===== src/rtl/uart_packet_parser.sv =====
// Frames UART receiver bytes (SYNC, LEN, payload[, CHK]) into a buffer and replays accepted payloads as a valid/ready stream.
// Optional checksum byte and CHECK state are enabled with `define CHECKSUM_PKT_EN.
module uart_packet_parser #(
    parameter int          MAX_LEN        = 64,
    parameter logic [7:0]  SYNC_BYTE      = 8'hA5,
    parameter int          TIMEOUT_CYCLES = 50_000
) (
    input  logic       clk,
    input  logic       rst,
    input  logic       axiiv,
    input  logic [7:0] axiid,
    output logic       axiov,
    output logic [7:0] axiod,
    output logic       axiolast,
    input  logic       axiordy,
    output logic       pkt_err,
    output logic       busy,
    output logic [2:0] o_dbg_state
);
    localparam int PW = $clog2(MAX_LEN + 1);
    localparam int AW = (MAX_LEN > 1) ? $clog2(MAX_LEN) : 1;
    localparam int TW = $clog2(TIMEOUT_CYCLES + 1);
    localparam logic [8:0] MAX_LEN9 = 9'(MAX_LEN);

    typedef enum logic [2:0] {
        S_SYNC    = 3'd0,
        S_LEN     = 3'd1,
        S_PAYLOAD = 3'd2,
`ifdef CHECKSUM_PKT_EN
        S_CHECK   = 3'd3,
`endif
        S_LOAD    = 3'd4,
        S_DRAIN   = 3'd5
    } state_t;

    state_t          r_state, w_next;
    logic            w_err;
    logic            w_tmo_hit;
    logic            w_last_wr;
    logic            w_hs;
    logic [PW-1:0]   r_len, r_wr_ptr, r_rd_ptr;
    logic [TW-1:0]   r_tmo;
    logic [7:0]      r_buf [MAX_LEN];
    logic            r_axiov, r_axiolast, r_pkt_err;
    logic [7:0]      r_axiod;
`ifdef CHECKSUM_PKT_EN
    logic [7:0]      r_xor;
`endif

    assign w_tmo_hit  = !axiiv && (r_tmo == TW'(TIMEOUT_CYCLES - 1));
    assign w_last_wr  = (r_wr_ptr == r_len - PW'(1));
    assign w_hs       = r_axiov && axiordy;

    // Valid/ready: a byte transfers on any cycle where axiov && axiordy; axiod/axiolast hold while stalled.
    always_comb begin
        w_next = r_state;
        w_err  = 1'b0;
        case (r_state)
            S_SYNC: begin
                if (axiiv && axiid == SYNC_BYTE) w_next = S_LEN;
            end
            S_LEN: begin
                if (axiiv) begin
                    if (axiid == 8'd0 || {1'b0, axiid} > MAX_LEN9) begin
                        w_err  = 1'b1;
                        w_next = S_SYNC;
                    end else begin
                        w_next = S_PAYLOAD;
                    end
                end else if (w_tmo_hit) begin
                    w_err  = 1'b1;
                    w_next = S_SYNC;
                end
            end
            S_PAYLOAD: begin
                if (axiiv && w_last_wr) begin
`ifdef CHECKSUM_PKT_EN
                    w_next = S_CHECK;
`else
                    w_next = S_LOAD;
`endif
                end else if (w_tmo_hit) begin
                    w_err  = 1'b1;
                    w_next = S_SYNC;
                end
            end
`ifdef CHECKSUM_PKT_EN
            S_CHECK: begin
                if (axiiv) begin
                    if (axiid == r_xor) begin
                        w_next = S_LOAD;
                    end else begin
                        w_err  = 1'b1;
                        w_next = S_SYNC;
                    end
                end else if (w_tmo_hit) begin
                    w_err  = 1'b1;
                    w_next = S_SYNC;
                end
            end
`endif
            S_LOAD:  w_next = S_DRAIN;
            S_DRAIN: begin
                if (w_hs && r_axiolast) w_next = S_SYNC;
            end
            default: w_next = S_SYNC;
        endcase
    end

    always_ff @(posedge clk) begin
        if (rst) begin
            r_state    <= S_SYNC;
            r_pkt_err  <= 1'b0;
            r_len      <= '0;
            r_wr_ptr   <= '0;
            r_rd_ptr   <= '0;
            r_tmo      <= '0;
            r_axiov    <= 1'b0;
            r_axiod    <= 8'd0;
            r_axiolast <= 1'b0;
`ifdef CHECKSUM_PKT_EN
            r_xor      <= 8'd0;
`endif
        end else begin
            r_state   <= w_next;
            r_pkt_err <= w_err;
            // Counter only runs while a frame is being received; any strobe restarts it.
            if (axiiv || r_state == S_SYNC || r_state == S_LOAD || r_state == S_DRAIN)
                r_tmo <= '0;
            else
                r_tmo <= r_tmo + TW'(1);
            case (r_state)
                S_LEN: begin
                    if (axiiv) begin
                        r_len    <= PW'(axiid);
                        r_wr_ptr <= '0;
`ifdef CHECKSUM_PKT_EN
                        r_xor    <= axiid;
`endif
                    end
                end
                S_PAYLOAD: begin
                    if (axiiv) begin
                        r_wr_ptr <= r_wr_ptr + PW'(1);
`ifdef CHECKSUM_PKT_EN
                        r_xor    <= r_xor ^ axiid;
`endif
                    end
                end
                S_LOAD: begin
                    r_axiod    <= r_buf[0];
                    r_axiov    <= 1'b1;
                    r_axiolast <= (r_len == PW'(1));
                    r_rd_ptr   <= PW'(1);
                end
                S_DRAIN: begin
                    if (w_hs) begin
                        if (r_axiolast) begin
                            r_axiov    <= 1'b0;
                            r_axiolast <= 1'b0;
                        end else begin
                            r_axiod    <= r_buf[r_rd_ptr[AW-1:0]];
                            r_rd_ptr   <= r_rd_ptr + PW'(1);
                            r_axiolast <= (r_rd_ptr == r_len - PW'(1));
                        end
                    end
                end
                default: ;
            endcase
        end
    end

    // Buffer has no reset so it can map onto plain memory.
    always_ff @(posedge clk) begin
        if (!rst && r_state == S_PAYLOAD && axiiv)
            r_buf[r_wr_ptr[AW-1:0]] <= axiid;
    end

    assign axiov       = r_axiov;
    assign axiod       = r_axiod;
    assign axiolast    = r_axiolast;
    assign pkt_err     = r_pkt_err;
    assign busy        = (r_state != S_SYNC);
    assign o_dbg_state = r_state;
endmodule


===== config.mk =====
export PLATFORM = sky130hd
export DESIGN_NAME = uart_packet_parser
export DESIGN_NICKNAME = d
export VERILOG_FILES = /design/src/rtl/uart_packet_parser.sv
export SDC_FILE = /design/constraint.sdc
export NUM_CORES = 1
export LEC_CHECK = 0
export BUFFER_PORTS_ARGS = -buffer_cell sky130_fd_sc_hd__buf_2
export CORE_MARGIN = 1
export CORE_UTILIZATION = 52
export CTS_BUF_LIST = sky130_fd_sc_hd__clkbuf_2
export DETAILED_ROUTE_END_ITERATION = 12
export PLACE_DENSITY = 0.68
export RECOVER_POWER = 50
export SLEW_MARGIN = 5
export SYNTH_ARGS = -nofsm -noshare
export SYNTH_HDL_FRONTEND = slang
export SYNTH_SLANG_ARGS = --single-unit

===== constraint.sdc =====
create_clock -name clk -period 4.98 [get_ports clk]
set_input_delay 0.747 -clock clk [delete_from_list [all_inputs] [get_ports clk]]
set_output_delay 0.747 -clock clk [all_outputs]
set_load 0.05 [all_outputs]

==> Word-level counts from Yosys, hierarchy flattened <==
Memories as Yosys holds them, arrays and structs flattened. A register that Yosys moved wholly into a read port is not among the register bits.
Index checks and enable logic that the tools add are counted.
{ "word_totals": {"latch_bits": 0, "out_inout_bits": 15, "elab_cells": 87, "mem_bits_ro": 0, "input_bits": 12, "reg_bits": 51, "mem_count": 1, "ram_bits": 512} }
{ "memory_table": {"columns": ["memory", "words", "word_bits", "read_ports", "rd_ports_with_merged_regs", "wr", "line", "text"], "rows": [
  ["r_buf", 64, 8, 2, 1, 1, "43", "logic [7:0] r_buf [MAX_LEN];"]
]} }
{ "op_classes": {"shift": 0, "magnitude_cmp": 1, "mul": 0, "div": 0, "n_eq_ne": 16, "addsub": 4, "reduce_logical": 25, "muxes": 31, "bitwise_logic": 0} }
{ "op_table": {"columns": ["op", "count"], "rows": [
  ["7-bit two-way mux", 4],
  ["7-bit one-hot mux with 2 select lines", 2],
  ["16-bit by 1-bit adder with 16-bit output, second input constant", 1],
  ["16-bit equality test, second input constant", 1],
  ["8-bit two-way mux", 2],
  ["8-bit one-hot mux with 2 select lines", 1],
  ["3-bit two-way mux", 5],
  ["3-bit one-hot mux with 5 select lines", 1],
  ["7-bit by 1-bit adder with 7-bit output, second input constant", 2],
  ["7-bit equality test", 2],
  ["2-bit != test, second input constant", 7],
  ["6-bit two-way mux", 2],
  ["1-bit two-way mux", 10],
  ["3-bit AND reduction", 3],
  ["8-bit equality test, second input constant", 1],
  ["8-bit by 7-bit greater-than comparator with 1-bit output, second input constant", 1],
  ["8-bit zero test", 1],
  ["7-bit by 1-bit equality test with 1-bit output, second input constant", 1],
  ["1-bit logical AND", 7],
  ["7-bit by 1-bit subtractor with 7-bit output, second input constant", 1],
  ["3-bit equality test, second input constant", 2],
  ["1-bit one-hot mux with 2 select lines", 3],
  ["2-bit AND reduction", 3],
  ["1-bit logical OR", 4],
  ["other kinds (8)", 10]
]} }

==> Longest topological paths before layout <==
{ "logic_depth": {"ltp_word": 6, "depth_mapped": 8, "ltp_nobuf": 7} }

==> Worst setup path before layout <==
Ideal clock, no wire load.
{ "synth_path": {"kind": "register to register", "from": "register r_state[1] (netlist: o_dbg_state[1])", "to": "memory r_buf[62][0], enable pin", "t_arrival_ns": 2.213, "setup_ns": 0.371, "required_time_ns": 4.609, "path_slack_ns": 2.396, "period_less_slack_ns": 2.584, "n_path_buf": 1, "path_stages_with_launch": 7, "cell_sequence": "dfxtp_1 -> clkbuf_1 -> nor3b_1 -> nand2_1 -> nor3_1 -> nand3_1 -> nor2_1"} }
{ "synth_via": {"elab_chain_cells": 5} }
{ "synth_lines": {"columns": ["element", "line", "text"], "rows": [
  ["start: declaration", "36", "state_t r_state, w_next;"],
  ["start signal: assignment", "125", "r_state <= w_next;"],
  ["3-bit by 2-bit equality test with 1-bit output", "175", "if (!rst && r_state == S_PAYLOAD && axiiv)"],
  ["1-bit logical AND (2 in a row)", "175", null],
  ["1-bit two-way mux", "175", null],
  ["1-bit two-way mux (implied by the code)", "176", "r_buf[r_wr_ptr[AW-1:0]] <= axiid;"],
  ["end: declaration", "43", null]
]} }
Every way passes these cells.

==> Final worst setup path <==
{ "layout_path": {"from": "input axiid[2]", "to": "register r_state[2] (netlist: o_dbg_state[2])"} }
{ "layout_via": {"elab_chain_cells": 4} }
{ "layout_lines": {"columns": ["element", "line", "text"], "rows": [
  ["start: declaration", "11", "input logic [7:0] axiid,"],
  ["8-bit equality test", "60", "if (axiiv && axiid == SYNC_BYTE) w_next = S_LEN;"],
  ["1-bit logical AND", "60", null],
  ["2-bit != test (no line)", null, null],
  ["2-bit AND reduction (no line)", null, null]
]} }
Every way passes these cells.
A chain may end at the register's enable or synchronous reset.

==> results.json <==
{
  "outcome": "finished, violations left",
  "violations": "max-capacitance violations, max-slew violations",
  "routedWlPerCell_microns": 23.30,
  "hold_slack_ns": 0.08358,
  "rrSetupSlack_ns": 1.60,
  "setup_viol": 0,
  "die_h_microns": 211.0,
  "io_pins": 27,
  "io_buffers": 26,
  "fin_crit_sh_pct": 69.75,
  "synth_area_sq_um": 22720,
  "rsz0062_at_grt": "false",
  "leakagePower_uw": 0.007659,
  "synth_seq_cells": 569,
  "timing.rr.start": "o_dbg_state[0]",
  "synthArstFlopShare_pct": 0,
  "yosysTopAreaCell": "edfxtp_1",
  "final_core_util_pct": 57.20,
  "nNetsFinal": 1410,
  "ant_nets": 0,
  "hold_depth": 3,
  "wirelength_microns": 48540,
  "synthCells": 1277,
  "path_max_fanout": 66,
  "h-tree-depth": 4,
  "worstReg2RegEnd": "r_buf[30][2]",
  "ys_seq_area_share_pct": 72.71,
  "syn_avg_cell_area_sq_um": 17.79,
  "synth_top_area_share_pct": 67.68,
  "grt_pass1_vias": 12356,
  "cts_made_buffers": 142,
  "power.density_nw_per_um2": 340.9,
  "die_x_microns": 211.0,
  "syn_nets": 1294,
  "drive_above_1_share_pct": 25.33,
  "final_cell_area_sq_um": 24640,
  "synth.distinct_cells": 61,
  "placed_area_sq_um": 23370,
  "grtUsageTotal_pct": 22.72,
  "endpoint_kind": "flip-flop",
  "worstMarginPinSlew_ns": 3.140,
  "fill_cells": 3382,
  "crit_path_start": "axiid[2]",
  "cts_hold_buf": 1,
  "clock_skew_ns": 0.08483,
  "hpwl_microns": 30490,
  "ys_warn_count": 0,
  "grt_pass1_wl_microns": 73640,
  "worstSetupStartpointType": "input pin",
  "critPathRequiredTime_ns": 5.97,
  "antenna_found_initial": 5,
  "drv_cap": 10,
  "mostFrequentLayoutCells": "edfxtp_1 (512), clkbuf_2 (209), nor2_1 (138), mux4_2 (107), dfxtp_1 (53)",
  "worstHoldStart": "axiordy",
  "critPathKind": "input pin to flip-flop",
  "initial_utilization_pct": 52.73,
  "drt-initial-drc-count": 1172,
  "power_uw": 8399,
  "synth_edf_count": 512,
  "min_period_ns": 3.474,
  "rows": 76,
  "layout_commonest_cell": "edfxtp_1",
  "grt-ovfl-total": 0,
  "slew_violations": 524,
  "hold_viol": 0,
  "clk_latency_ns": 1.12,
  "cts_tree": "done",
  "cts_resized": 0,
  "root_buffer": "clkbuf_2",
  "clockBufferDepth": 3,
  "clk_pin_slew_worst_paths_ns": 0.10,
  "die_area_sq_um": 44520,
  "ys.flop_type": "edfxtp_1",
  "cts_setup_buffers": 0,
  "syn2layout_area_growth_pct": 8.472,
  "viasPerCell": 5.812,
  "cts_sinks": 569,
  "hp-class": "input pin to flip-flop",
  "max-slew-margin-rel_pct": -109.3,
  "max-vdd-ir-drop_uv": 143.5,
  "rr_worst_depth": 5,
  "min_delay_worst_endpoint": "o_dbg_state[0]",
  "fmax_ghz": 0.2879,
  "tns_ns": 0,
  "drc": 0,
  "dr.pass1.iters": 5,
  "core_area_sq_um": 43080,
  "crit_arrival_ns": 4.47,
  "place_congestion": 0.8761,
  "grt_max_degree": 69,
  "vias": 12107,
  "synthTopCellsByArea": "edfxtp_1 (68%), mux4_2 (11%), dfxtp_1 (5.0%)"
}
[state kept, by name, summed over array words and instances, names as in the netlist, named ones only]
signal       cells
r_buf          512
r_tmo           16
axiod            8
r_len            7
r_rd_ptr         7
r_wr_ptr         7
o_dbg_state      3
axiolast         1
axiov            1
pkt_err          1
[metal layers]
layer  global-route usage [%]  part of all wire [%]
met1                    30.99                    43
met2                    34.78                    47
met3                    5.679                   6.9
met4                    10.24                   2.9
met5                        0                 0.027
[cell families after synthesis]
| group | Yosys count | synth area share, % |
|---|---|---|
| xor gates and xnor gates | 40 | 1.785 |
| DFF | 569 | 72.71 |
| adders and majority gates | 5 | 0.2754 |
| buffers and inverters | 79 | 1.702 |
| and+or+nand+nor | 284 | 6.048 |
| AOI/OAI and AO/OA | 136 | 4.192 |
| muxes | 164 | 13.29 |
[metrics by stage]
step | std cells | worst slack [ns]
floorplan | 1277 | 2.396
global placement | 1833 | 1.795
detailed placement | 1833 | 1.674
CTS | 2081 | 1.729
global route | 2082 | 1.109
finish | 2083 | 1.506
[worst max-delay path: stages]
cell and delay [ns]:
clkbuf_1 0.32, clkbuf_1 2.20, nand4_1 0.18, nor4_1 0.32, nor2_1 0.11, or4_1 0.46, o21ai_0 0.09
[synthesized netlist by cell type (6+ instances only)]
library cell  count
a21o_1            8
nand2_1          26
a22oi_1          17
o21ai_1          10
o32ai_1           8
a311oi_1          8
nor2b_1          19
buf_4            16
inv_1             8
a21oi_1           9
mux2_1           15
nand3_1          16
edfxtp_1        512
a211oi_1         11
nand4_1           7
nor4_1            6
mux2i_1          26
o21ai_0          20
buf_1             9
a221oi_1          7
nor2_1          138
xnor2_1          22
nand2b_1          6
or3_1            10
buf_2            12
clkbuf_1         32
a2111oi_0         9
nor3_1           20
o22ai_1          18
mux2_2           16
xor2_1           14
dfxtp_1          57
mux4_2          107
and3_1            7
[where the power goes]
group / switching [uW] / internal, uW / total [uW]
logic: 80.9 / 7.00 / 87.9
registers: 0.188 / 5200 / 5200
clock network: 1790 / 1320 / 3120
[final cells by class]
| class | count | area (sq um) | area share [%] |
|---|---|---|---|
| Inverter | 8 | 30.03 | 0.1219 |
| Antenna cell | 2 | 5.005 | 0.02031 |
| Clock buffer | 209 | 1046 | 4.245 |
| Sequential cell | 569 | 16530 | 67.07 |
| Multi-Input combinational cell | 629 | 5808 | 23.57 |
| Clock inverter | 38 | 260.3 | 1.056 |
| Tap cell | 585 | 732.0 | 2.971 |
| Timing Repair Buffer | 43 | 232.7 | 0.9445 |
[worst max path at each step]
| stage | slack [ns] | to | cells after the start |
|---|---|---|---|
| 5_1_grt | 1.11 | o_dbg_state[2] | 7 |
| 3_3_place_gp | 1.79 | r_buf[23][1] | 5 |
| 4_1_cts | 1.73 | r_buf[30][1] | 5 |
| 6_report | 1.51 | o_dbg_state[2] | 7 |
| 3_5_place_dp | 1.67 | r_buf[7][3] | 5 |
| 2_1_floorplan | 2.40 | r_buf[62][0] | 6 |
Note: power is estimated with default switching activity, not from simulation.
